<file path="src/rtl/approx_mac_accum.sv">
// ============================================================================
// approx_mac_accum
// ----------------------------------------------------------------------------
// Purpose:
//   Accumulates a stream of 16-bit unsigned products from the approximate
//   8x8 multiplier into a dot-product sum. Emits one result per stream, with
//   valid/ready handshakes on the input and output sides. Sits between the
//   multiplier array and the fitness / error-metric logic.
//
// Parameters:
//   ACC_W      accumulator / result width (>= 16)
//   CNT_W      term-counter width
//   MAX_TERMS  stream is force-closed after this many terms (1..2^CNT_W-1)
//
// Ports:
//   clk        rising-edge clock
//   rst_n      synchronous active-low reset
//   clr        synchronous clear: drops partial sum and any pending result
//   in_valid   product beat valid
//   in_ready   block accepts a beat (ACCUM state and no clr)
//   in_data    16-bit unsigned product
//   in_last    beat is the final term of the stream
//   out_valid  result valid
//   out_ready  downstream accepts result
//   out_acc    accumulated sum
//   out_cnt    number of terms in the sum
//   out_ovf    the sum exceeded 2^ACC_W-1 during this stream
//   out_trunc  stream force-closed at MAX_TERMS without in_last
//
// Build option:
//   MAC_SAT_EN  defined   -> on carry-out the sum clamps to 2^ACC_W-1 and
//                            stays clamped for the rest of the stream.
//               undefined -> the sum wraps modulo 2^ACC_W.
//   out_ovf flags the overflow in both builds; ports are identical.
//
// States:
//   state  | meaning
//   -------+---------------------------------------------------------------
//   ACCUM  | accepting beats, summing into acc
//   HOLD   | result registered on out_*, waiting for out_ready
// ============================================================================

module approx_mac_accum #(
    parameter int ACC_W     = 24,
    parameter int CNT_W     = 8,
    parameter int MAX_TERMS = 255
) (
    input  logic             clk,
    input  logic             rst_n,
    input  logic             clr,
    input  logic             in_valid,
    output logic             in_ready,
    input  logic [15:0]      in_data,
    input  logic             in_last,
    output logic             out_valid,
    input  logic             out_ready,
    output logic [ACC_W-1:0] out_acc,
    output logic [CNT_W-1:0] out_cnt,
    output logic             out_ovf,
    output logic             out_trunc
);

    generate
        if (ACC_W < 16) begin : g_bad_acc_w
            $error("approx_mac_accum: ACC_W must be >= 16");
        end
        if (MAX_TERMS < 1 || MAX_TERMS > (2**CNT_W) - 1) begin : g_bad_max_terms
            $error("approx_mac_accum: MAX_TERMS must be in 1..2^CNT_W-1");
        end
    endgenerate

    typedef enum logic {
        S_ACCUM = 1'b0,
        S_HOLD  = 1'b1
    } state_t;

    state_t           state;
    logic [ACC_W-1:0] acc;
    logic [CNT_W-1:0] cnt;
    logic             ovf;

    logic             accept;
    logic [ACC_W:0]   sum;
    logic             carry;
    logic [ACC_W-1:0] acc_next;
    logic             ovf_next;
    logic [CNT_W-1:0] cnt_next;
    logic             hit_max;
    logic             close;

    // clr blocks acceptance so a beat presented alongside clr is never
    // folded into the freshly cleared sum.
    assign in_ready = (state == S_ACCUM) && !clr;
    assign accept   = in_valid && in_ready;

    // One extra bit on the add captures the carry-out used for overflow.
    assign sum      = {1'b0, acc} + (ACC_W+1)'(in_data);
    assign carry    = sum[ACC_W];
    assign ovf_next = ovf | carry;

`ifdef MAC_SAT_EN
    // Once clamped, ovf keeps the sum pinned at full scale even if a later
    // zero-valued beat produces no fresh carry.
    assign acc_next = ovf_next ? {ACC_W{1'b1}} : sum[ACC_W-1:0];
`else
    assign acc_next = sum[ACC_W-1:0];
`endif

    assign cnt_next = cnt + CNT_W'(1);
    assign hit_max  = (cnt_next == CNT_W'(MAX_TERMS));
    assign close    = in_last || hit_max;

    always_ff @(posedge clk) begin
        if (!rst_n) begin
            state     <= S_ACCUM;
            acc       <= '0;
            cnt       <= '0;
            ovf       <= 1'b0;
            out_valid <= 1'b0;
            out_acc   <= '0;
            out_cnt   <= '0;
            out_ovf   <= 1'b0;
            out_trunc <= 1'b0;
        end else if (clr) begin
            // Result fields stay as they were; only out_valid withdraws them.
            state     <= S_ACCUM;
            acc       <= '0;
            cnt       <= '0;
            ovf       <= 1'b0;
            out_valid <= 1'b0;
        end else begin
            case (state)
                S_ACCUM: begin
                    if (accept) begin
                        acc <= acc_next;
                        cnt <= cnt_next;
                        ovf <= ovf_next;
                        if (close) begin
                            out_acc   <= acc_next;
                            out_cnt   <= cnt_next;
                            out_ovf   <= ovf_next;
                            out_trunc <= !in_last;
                            out_valid <= 1'b1;
                            state     <= S_HOLD;
                        end
                    end
                end
                S_HOLD: begin
                    if (out_ready) begin
                        out_valid <= 1'b0;
                        acc       <= '0;
                        cnt       <= '0;
                        ovf       <= 1'b0;
                        state     <= S_ACCUM;
                    end
                end
                default: begin
                    state <= S_ACCUM;
                end
            endcase
        end
    end

endmodule

</file>
<file path="config.mk">
export PLATFORM = sky130hd
export DESIGN_NAME = approx_mac_accum
export DESIGN_NICKNAME = d
export VERILOG_FILES = /design/src/rtl/approx_mac_accum.sv
export SDC_FILE = /design/constraint.sdc
export NUM_CORES = 1
export LEC_CHECK = 0
export BUFFER_PORTS_ARGS = -buffer_cell sky130_fd_sc_hd__buf_2
export CAP_MARGIN = 20
export CORE_ASPECT_RATIO = 2
export CORE_MARGIN = 3
export CORE_UTILIZATION = 57
export DETAILED_ROUTE_END_ITERATION = 16
export PLACE_DENSITY = 0.8
export SYNTH_ARGS = -nofsm -noshare
export SYNTH_HDL_FRONTEND = slang
export SYNTH_SLANG_ARGS = --single-unit
</file>
<file path="constraint.sdc">
create_clock -name clk -period 2.6 [get_ports clk]
set_input_delay 0.39 -clock clk [delete_from_list [all_inputs] [get_ports clk]]
set_output_delay 0.39 -clock clk [all_outputs]
set_load 0.01 [all_outputs]
</file>
==> results.ini, run 1 <==
[cells_and_area]
syn2layout_area_growth_pct = 17.9
antennaDiodeCount = 0
final_net_count = 595
final.fill_count = 577
instances_no_fill = 647
finalCoreUtilization_pct = 69.7
layout-drive-gt1-share_pct = 20.2

[detailed_routing]
detail_route.drc_violations = 0
initialDrtViolationCount = 364
vias = 3991
detail_route.wirelength_mm = 11.3
routed_via_density = 6.17
post_drt_antenna_nets = 0
drtPass1Iterations = 5
routed_wire_length_per_instance_um = 17.5

[placed_design]
place_congestion = 0.964
buffer_ports.inserted = 57
post-place-cells = 629
dp.final_hpwl_mm = 8.32

[cts]
clock-root-buffer = clkbuf_16
cts.hold.buffers_added = 0
clock_sink_count = 69
cts.clk_slew.worst_paths_ps = 60
cts_max_level = 3
cts_inserted_buffers = 9
cts_tree = built
clk-insertion-delay-late_ps = 340
cts-root-to-sink-buffers = 2

[critical_path]
reg2reg_setup_slack_ps = 200
cp_cell_sequence = ha_1 -> inv_1 -> fa_1 -> nand2b_4 -> a21o_4 -> a2111oi_4 -> buf_4 -> nor4_1 -> o21ai_0 -> a21oi_1
cpMaxStageDelayCell = fa_1
critical-path-max-stage-delay_ps = 400
endpoint_kind = register
critical_path_peak_fanout = 5
criticalPathCategory = reg -> reg
timing.critical_path.arrival_ps = 2620
critPathRequiredTime_ps = 2820
r2r_cells = 10
start_kind = register

[logic_synthesis]
synth_warnings = 0
seq_area_frac_synth_pct = 35.0
synth.largest_area_cell = dfxtp_1
synth.distinct_cells = 64
syn-num-nets = 538
synth_most_common_cell = dfxtp_1
syn_area_per_cell_um2 = 7.95
post_synthesis_async_set_or_reset_flop_share_pct = 0
ys_ff_latch = 69
synth.top_cells.by_area = dfxtp_1 (35%), a21oi_1 (7.9%), nand2_1 (6.3%), ha_1 (5.7%), nand3_1 (4.4%)
synth_common_cells = dfxtp_1 (69), nand2_1 (66), a21oi_1 (62)
synth_edf_count = 0
syn_area_um2 = 3950
ys_dominant_reg_cell = dfxtp_1
synthesis.instances = 497
yosysTopAreaCellShare_pct = 35.0

[die]
rows = 42
floorplan.die_area_um2 = 8020
io_pins = 58
dieHeight_um = 124
placeable_core_region_um2 = 6670
dieWidth_um = 64.9
initial_core_util_pct = 59.2

[global_routing]
grt_antenna_before_repair = 0
grt_use_total_pct = 29.4
grt_pass1_wl_mm = 18.1
grt_max_degree = 31
vias_in_the_first_global_route = 3899
grt_overflow = 0

[timing]
final_hold_violation_count = 0
tns_ps = 0
final-setup-viol-count = 0
slew_violations = 0
timing.clock.skew_ps = 6.00
layout_worst_path_cycle_share_pct = 92.3
max_slew_margin_pct = 58.3
worst-slew-pin-transition_ps = 625
rsz0062_at_grt = no
final.min_clock_period_ps = 2400
finalHoldWorstSlack_ps = 347
fmax_mhz = 417

[power]
ir_drop_v = 0.000465
p_leak_nw = 1.84
power.density_nw_per_um2 = 541

[status]
result_of_the_run = complete, no violations

[hold_path]
type_of_the_worst_min_delay_path = in -> reg
hold-path-cell-count = 3

[run]
drv_cap = 0

sequential cells by signal, indices dropped and copies added (netlist names):
name	cells
cnt	8
out_cnt	8
acc	24
out_acc	24
out_ovf	1
state	1
out_trunc	1
out_valid	1
ovf	1
report_power, final:
group          total (mW)  internal (mW)  leakage, nW  switching [mW]
Sequential           1.10           1.08        0.559          0.0148
Clock                1.11          0.643        0.132           0.468
Combinational       0.307          0.113         1.15           0.194
Total                2.52           1.84         1.84           0.677
kinds of logic (layout without fill, tap and decap cells):
kind of cell | Yosys count | in the layout | share of synthesized area [%]
muxes | 4 | 4 | 1.01
and+or+nand+nor | 200 | 200 | 25.3
adders and majority gates | 19 | 19 | 6.21
AOI/OAI and AO/OA | 148 | 148 | 24.3
buffers and inverters | 41 | 103 | 4.59
xor gates and xnor gates | 16 | 16 | 3.55
DFF | 69 | 69 | 35.0
cell type report:
type | count | area, µm² | share of cell area (%)
clock buffer | 10 | 229 | 4.92
clock inverter | 6 | 40.0 | 0.860
inverter | 11 | 41.3 | 0.887
tap | 88 | 110 | 2.37
sequential | 69 | 1380 | 29.7
timing repair buffer | 76 | 440 | 9.46
multi-input combinational | 387 | 2410 | 51.8
metal layers:
metal  vias to the layer above  track usage, %  share of wire, %
li1                       1914               -                 -
met1                      1884            29.2                36
met2                       157            55.6                55
met3                        36            5.23               4.6
met4                         0            17.1               4.3
met5                         -               0                 0
stage by stage:
step / cell area, µm² / power, mW / worst slack [ps]
2_1_floorplan: 3950 / 1.31 / 223
3_5_place_dp: 4340 / 1.42 / 23.8
3_3_place_gp: 4340 / 1.42 / 68.2
5_1_grt: 4650 / 2.59 / 27.0
4_1_cts: 4610 / 2.52 / 143
6_report: 4650 / 2.52 / 200
worst max-delay path: cells and delay by family, from the launching register on:
family	cells	cell delay [ps]
AO/OA/AOI/OAI	4	940
adder cells (fa/ha/maj)	2	570
buffers and inverters	2	220
flip-flops	1	330
AND/OR/NAND/NOR	2	210
worst paths after layout:
| path | to | start |
|---|---|---|
| max reg2reg | out_acc[16]$_SDFFE_PN0P_ | acc[0]$_SDFFE_PP0P_ |
| max | out_acc[16]$_SDFFE_PN0P_ | acc[0]$_SDFFE_PP0P_ |
| min | state$_SDFF_PP0_ | out_ready |
| min reg2reg | out_valid$_SDFFE_PP0P_ | out_valid$_SDFFE_PP0P_ |
cell usage in the layout (no fill, tap or decap), types with 3 or more instances in the layout:
cell type / count
dfxtp_1: 69
nand2_1: 66
a21oi_1: 61
buf_2: 57
nor2_1: 41
nand3_1: 35
o21ai_0: 21
buf_4: 18
ha_1: 17
xnor2_1: 13
a31oi_1: 13
a211oi_1: 11
nand4_1: 11
inv_1: 10
clkbuf_16: 9
nor3_1: 7
o21a_1: 6
and3_1: 6
a21o_1: 5
or3_1: 5
nand3b_1: 5
o211ai_1: 4
mux2i_1: 4
o31ai_1: 3
xor2_1: 3
nor4_1: 3
clkinv_2: 3
repair_timing:
action,4_1_cts,5_1_grt
resized for setup,0,6
buffers inserted,0,2
endpoints found under the setup margin,0,6
Note: power is estimated with default switching activity, not from simulation.
==> inputs of run 2 (changes only) <==
==> constraint.sdc (replaced) <==
create_clock -name clk -period 2.3 [get_ports clk]
set_input_delay 0.345 -clock clk [delete_from_list [all_inputs] [get_ports clk]]
set_output_delay 0.345 -clock clk [all_outputs]
set_load 0.01 [all_outputs]
==> results.ini, run 2 (synthesis gave the netlist of run 1 again) <==
[global_routing]
grt_use_total_pct = 29.4  ; about the same
grt_overflow = 0  ; unchanged
grt_antenna_before_repair = 0  ; unchanged
grt_pass1_wl_mm = 18.1  ; about the same
grt_max_degree = 35  ; was 31
vias_in_the_first_global_route = 3943  ; was 3899

[hold_path]
type_of_the_worst_min_delay_path = in -> reg  ; unchanged

[critical_path]
endpoint_kind = register  ; unchanged
criticalPathCategory = reg -> reg  ; unchanged
critPathRequiredTime_ps = 2550  ; was 2820 ps
critical_path_peak_fanout = 8  ; was 5
start_kind = register  ; unchanged
timing.critical_path.arrival_ps = 2500  ; was 2620 ps

[run]
drv_cap = 0  ; unchanged

[detailed_routing]
drtPass1Iterations = 5  ; unchanged
detail_route.wirelength_mm = 11.6  ; was 11.3 mm
routed_via_density = 6.15  ; was 6.17
vias = 4127  ; was 3991
post_drt_antenna_nets = 0  ; unchanged
routed_wire_length_per_instance_um = 17.2  ; was 17.5 µm
detail_route.drc_violations = 0  ; unchanged
initialDrtViolationCount = 243  ; was 364

[placed_design]
place_congestion = 0.906  ; was 0.964
dp.final_hpwl_mm = 8.43  ; was 8.32 mm
dp_slack_ps = -203  ; was 23.8 ps
buffer_ports.inserted = 57  ; unchanged

[die]
initial_core_util_pct = 59.2  ; unchanged
io_pins = 58  ; unchanged
floorplan.die_area_um2 = 8020  ; unchanged
rows = 42  ; unchanged
placeable_core_region_um2 = 6670  ; unchanged
dieWidth_um = 64.9  ; unchanged
dieHeight_um = 124  ; unchanged

[cells_and_area]
syn2layout_area_growth_pct = 25.6  ; was 17.9%
final.fill_count = 527  ; was 577
layout-drive-gt1-share_pct = 25.0  ; was 20.2%
most_frequent_standard_cell_in_the_layout_excluding_fill_and_tap_cells = dfxtp_1  ; unchanged
reg_top3 = acc (24), out_acc (24)  ; unchanged
mostFrequentLayoutCells = dfxtp_1 (68), nand2_1 (66), a21oi_1 (61), buf_2 (57), buf_4 (42)  ; was dfxtp_1 (69), nand2_1 (66), a21oi_1 (61), buf_2 (57), nor2_1 (41)
antennaDiodeCount = 0  ; unchanged
final_net_count = 619  ; was 595

[timing]
rsz0062_at_grt = yes  ; was no
fmax_mhz = 445  ; was 417 MHz
worst-slew-pin-transition_ps = 562  ; was 625 ps
tns_ps = 0  ; unchanged
final.min_clock_period_ps = 2250  ; was 2400 ps
timing.clock.skew_ps = 9.00  ; was 6.00 ps
slew_violations = 0  ; unchanged
setup_slack_ps = 52.9  ; was 200 ps
max_slew_margin_pct = 62.6  ; was 58.3%
final_hold_violation_count = 0  ; unchanged
layout_worst_path_cycle_share_pct = 97.7  ; was 92.3%
final-setup-viol-count = 0  ; unchanged

[power]
ir_drop_v = 0.000582  ; was 0.000465 V
p_leak_nw = 1.99  ; was 1.84 nW
power.density_nw_per_um2 = 638  ; was 541 nW/µm²

[cts]
cts_inserted_buffers = 9  ; unchanged
clk-insertion-delay-late_ps = 340  ; about the same
cts.hold.buffers_added = 0  ; unchanged
clock_sink_count = 69  ; unchanged
cts_max_level = 3  ; unchanged
cts_tree = built  ; unchanged
clock-root-buffer = clkbuf_16  ; unchanged
cts.clk_slew.worst_paths_ps = 60  ; about the same
cts-root-to-sink-buffers = 2  ; unchanged

[status]
result_of_the_run = complete, no violations  ; unchanged

run 2: changes by cell type in the layout (fill, tap and decap cells not counted), sizes merged:
cell	change
buf	+24
bufinv	+2
clkbuf	+1
clkinv	-4
inv	+1
run 2: worst paths after layout:
| path | slack (ps) | end | cells past startpoint | start |
|---|---|---|---|---|
| worst max-delay path | 50 | acc[20]$_SDFFE_PP0P_ | 9 | acc[0]$_SDFFE_PP0P_ |
| worst min-delay path | 310 | acc[19]$_SDFFE_PP0P_ | 3 | clr |
| worst max register to register | 50 | acc[20]$_SDFFE_PP0P_ | 9 | acc[0]$_SDFFE_PP0P_ |
| worst min register to register | 450 | out_acc[9]$_SDFFE_PN0P_ | 2 | out_acc[9]$_SDFFE_PN0P_ |
run 2: per-layer routing:
| metal | global-route usage [%] | share of wire [%] | vias to the layer above |
|---|---|---|---|
| met1 | 27.6 | 34 | 1954 |
| met2 | 56.2 | 55 | 168 |
| met4 | 18.7 | 5.0 | 0 |
| li1 | - | - | 1964 |
| met3 | 5.69 | 5.7 | 41 |
| met5 | 0 | 0 | - |
run 2: repair_timing:
action                     in CTS  in global routing
buffers inserted                0                  0
gates resized for setup         2                 11
gates cloned                    0                  0
pin swaps                       1                  9
setup endpoints to repair       7                 16
run 2: layout make-up:
cell class                      instances  area (µm²)  area share (%)
Clock buffer                           11         253            5.09
Clock inverter                          5        81.3            1.64
Inverter                               11        41.3           0.832
Multi-Input combinational cell        387        2470            49.8
Sequential cell                        69        1380            27.9
Tap cell                               88         110            2.22
Timing Repair Buffer                  100         621            12.5
run 2: power by group:
group / switching, mW / internal, mW
clock: 0.540 / 1.01
sequential: 0.0165 / 1.23
combinational: 0.226 / 0.147
total: 0.783 / 2.38
run 2: metrics by stage:
step / cells / instance area (µm²) / power (mW) / hold slack [ps] / utilization, %
floorplan: 497 / 3970 / 1.49 / 429 / -
global placement: 655 / 4560 / 1.62 / 437 / 68.3
detailed placement: 655 / 4560 / 1.63 / 443 / 68.3
CTS: 671 / 4900 / 3.17 / 307 / 73.4
global route: 671 / 4960 / 3.26 / 323 / 74.3
finish: 671 / 4960 / 3.17 / 315 / 74.3
run 2: critical path, cell delays in order (launching register included):
cell and delay (ps):
dfxtp_2 350, ha_4 140, inv_2 30, fa_2 330, nand2b_4 150, a21o_4 230, a2111oi_4 320, or3_4 250
a31oi_4 90, a311oi_2 260
==> inputs of run 3 (changes only) <==
--- a/config.mk
+++ b/config.mk
@@ -7,7 +7,6 @@
 export LEC_CHECK = 0
 export BUFFER_PORTS_ARGS = -buffer_cell sky130_fd_sc_hd__buf_2
 export CAP_MARGIN = 20
-export CORE_ASPECT_RATIO = 2
 export CORE_MARGIN = 3
 export CORE_UTILIZATION = 57
 export DETAILED_ROUTE_END_ITERATION = 16
==> constraint.sdc (replaced) <==
create_clock -name clk -period 2.4 [get_ports clk]
set_input_delay 0.36 -clock clk [delete_from_list [all_inputs] [get_ports clk]]
set_output_delay 0.36 -clock clk [all_outputs]
set_load 0.01 [all_outputs]
==> results.ini, run 3 (synthesis gave the netlist of run 1 again) <==
[global_routing]
grt_use_total_pct = 27.9  ; was 29.4%
grt_overflow = 0  ; unchanged
grt_antenna_before_repair = 0  ; unchanged
grt_pass1_wl_mm = 17.5  ; was 18.1 mm
grt_max_degree = 36  ; was 35
vias_in_the_first_global_route = 3790  ; was 3943

[hold_path]
type_of_the_worst_min_delay_path = in -> reg  ; unchanged
min-delay-start = out_ready  ; was clr
whs_endpoint = state$_SDFF_PP0_  ; was acc[19]$_SDFFE_PP0P_
hold-path-cell-count = 3  ; unchanged

[power]
netsw_mw = 0.656  ; was 0.783 mW
power.share.clock_pct = 40.1  ; was 49.0%
power.density_nw_per_um2 = 543  ; was 638 nW/µm²
ir_drop_v = 0.000386  ; was 0.000582 V
p_sw_share_pct = 25.9  ; was 24.7%
fin_total_pwr_mw = 2.54  ; was 3.17 mW
p_seq_share_pct = 46.9  ; was 39.3%
internal-power_mw = 1.88  ; was 2.38 mW
comb_power_share_pct = 13.0  ; was 11.8%
p_leak_nw = 1.85  ; was 1.99 nW

[timing]
slew_violations = 0  ; unchanged
max_slew_margin_pct = 59.5  ; was 62.6%
worst-slew-pin-transition_ps = 607  ; was 562 ps
layout_worst_path_cycle_share_pct = 95.6  ; was 97.7%
final_hold_violation_count = 0  ; unchanged
timing.clock.skew_ps = 12.1  ; was 9.00 ps
final.min_clock_period_ps = 2290  ; was 2250 ps
fmax_mhz = 436  ; was 445 MHz
final-setup-viol-count = 0  ; unchanged
rsz0062_at_grt = no  ; was yes

[cells_and_area]
finalCoreUtilization_pct = 71.5  ; was 74.3%
antennaDiodeCount = 0  ; unchanged
most_frequent_standard_cell_in_the_layout_excluding_fill_and_tap_cells = dfxtp_1  ; unchanged
final.fill_count = 549  ; was 527
mostFrequentLayoutCells = dfxtp_1 (67), nand2_1 (66), a21oi_1 (62), buf_2 (57), nor2_1 (41)  ; was dfxtp_1 (68), nand2_1 (66), a21oi_1 (61), buf_2 (57), buf_4 (42)
final_net_count = 601  ; was 619
layout-drive-gt1-share_pct = 21.3  ; was 25.0%
syn2layout_area_growth_pct = 18.3  ; was 25.6%
reg_top3 = acc (24), out_acc (24)  ; unchanged

[detailed_routing]
initialDrtViolationCount = 265  ; was 243
vias = 3944  ; was 4127
wl_met1_mm = 4.57  ; was 3.96 mm
detail_route.drc_violations = 0  ; unchanged
routed_wire_length_per_instance_um = 16.4  ; was 17.2 µm
detail_route.wirelength_mm = 10.5  ; was 11.6 mm
drtPass1Iterations = 4  ; was 5
wl_met3_um = 616  ; was 658 µm
post_drt_antenna_nets = 0  ; unchanged
top_layer_used = met4  ; unchanged
routed-wl-met2_mm = 5.18  ; was 6.37 mm
routed_via_density = 6.15  ; about the same

[cts]
cts_inserted_buffers = 9  ; unchanged
cts-root-to-sink-buffers = 2  ; unchanged
cts_max_level = 3  ; unchanged
clock-root-buffer = clkbuf_8  ; was clkbuf_16
cts.clk_slew.worst_paths_ps = 70  ; was 60 ps
clk-insertion-delay-late_ps = 350  ; was 340 ps
clock_sink_count = 69  ; unchanged
cts_tree = built  ; unchanged

[critical_path]
r2r_startpoint = acc[0]$_SDFFE_PP0P_  ; unchanged
endpoint_kind = register  ; unchanged
regToRegEndpoint = out_acc[20]$_SDFFE_PN0P_  ; was acc[20]$_SDFFE_PP0P_
criticalPathCategory = reg -> reg  ; unchanged
r2r_cells = 10  ; was 9
start_kind = register  ; unchanged
critical_path_peak_fanout = 6  ; was 8
reg2reg_setup_slack_ps = 110  ; was 50 ps
critPathRequiredTime_ps = 2680  ; was 2550 ps
timing.critical_path.arrival_ps = 2580  ; was 2500 ps

[die]
initial_core_util_pct = 60.5  ; was 59.2%
dieHeight_um = 89.2  ; was 124 µm
io_pins = 58  ; unchanged
dieWidth_um = 89.2  ; was 64.9 µm
placeable_core_region_um2 = 6530  ; was 6670 µm²
floorplan.die_area_um2 = 7960  ; was 8020 µm²
rows = 29  ; was 42

[run]
drv_cap = 0  ; unchanged

[placed_design]
dp.final_hpwl_mm = 7.33  ; was 8.43 mm
place_congestion = 0.904  ; was 0.906
buffer_ports.inserted = 57  ; unchanged

[status]
result_of_the_run = complete, no violations  ; unchanged

==> run 3: cell types whose count changed in the layout (fill, tap and decap cells not counted), sizes merged <==
cell / previous run / this run
buf: 100 / 82
clkinv: 2 / 3
clkinvlp: 1 / 0
inv: 11 / 10
==> run 3: repair_timing <==
| item | CTS | global route |
|---|---|---|
| resized for setup | 0 | 11 |
| hold buffers | 0 | 0 |
| buffers inserted | 0 | 0 |
| setup endpoints to repair | 0 | 22 |
| hold endpoints to repair | 0 | 0 |
==> run 3: power by group through the flow <==
stage	Sequential (mW)	Clock, mW	Combinational, mW
after floorplan	1.22	0	0.198
after global placement	1.21	0	0.313
after detailed placement	1.22	0	0.317
after CTS	1.19	1.02	0.321
after global routing	1.19	1.07	0.366
final	1.19	1.02	0.330
==> run 3: layer usage <==
metal | up-vias | track usage, %
met5 | - | 0
met4 | 0 | 9.74
met3 | 21 | 6.08
met2 | 145 | 46.1
met1 | 1859 | 35.9
li1 | 1919 | -
==> run 3: area by class of cell <==
type	count	area, µm²	area share (%)
timing repair buffer	82	510	10.9
clock buffer	11	131	2.81
sequential	69	1380	29.6
clock inverter	4	73.8	1.58
multi-input combinational	387	2430	52.1
tap	77	96.3	2.06
inverter	11	41.3	0.884
==> run 3: worst max-delay path by stage <==
stage,depth (start not counted),endpoint,start
floorplan,10,acc[20]$_SDFFE_PP0P_,in_data[0]
global placement,11,out_acc[20]$_SDFFE_PN0P_,in_data[0]
detailed placement,11,out_acc[20]$_SDFFE_PN0P_,in_data[0]
CTS,10,out_acc[20]$_SDFFE_PN0P_,acc[0]$_SDFFE_PP0P_
global route,10,out_acc[20]$_SDFFE_PN0P_,acc[0]$_SDFFE_PP0P_
finish,10,out_acc[20]$_SDFFE_PN0P_,acc[0]$_SDFFE_PP0P_
==> run 3: worst max-delay path, stage by stage, from the launching register on <==
cell       delay, ps
dfxtp_2          360
ha_4             130
inv_1             50
fa_2             340
nand2b_4         150
a21o_4           220
a2111oi_4        380
or3_4            210
buf_4            130
nand3b_1          80
a31oi_1          170
==> run 3: metrics by stage <==
stage	area, µm²	setup WS, ps	cells	TNS, ps	hold WS [ps]
finish	4670	107	641	0	314
global route	4670	3.07	641	0	328
CTS	4620	65.7	641	0	305
detailed placement	4420	-36.0	626	-110	443
global placement	4420	18.3	626	0	436
floorplan	3950	53.4	497	0	429
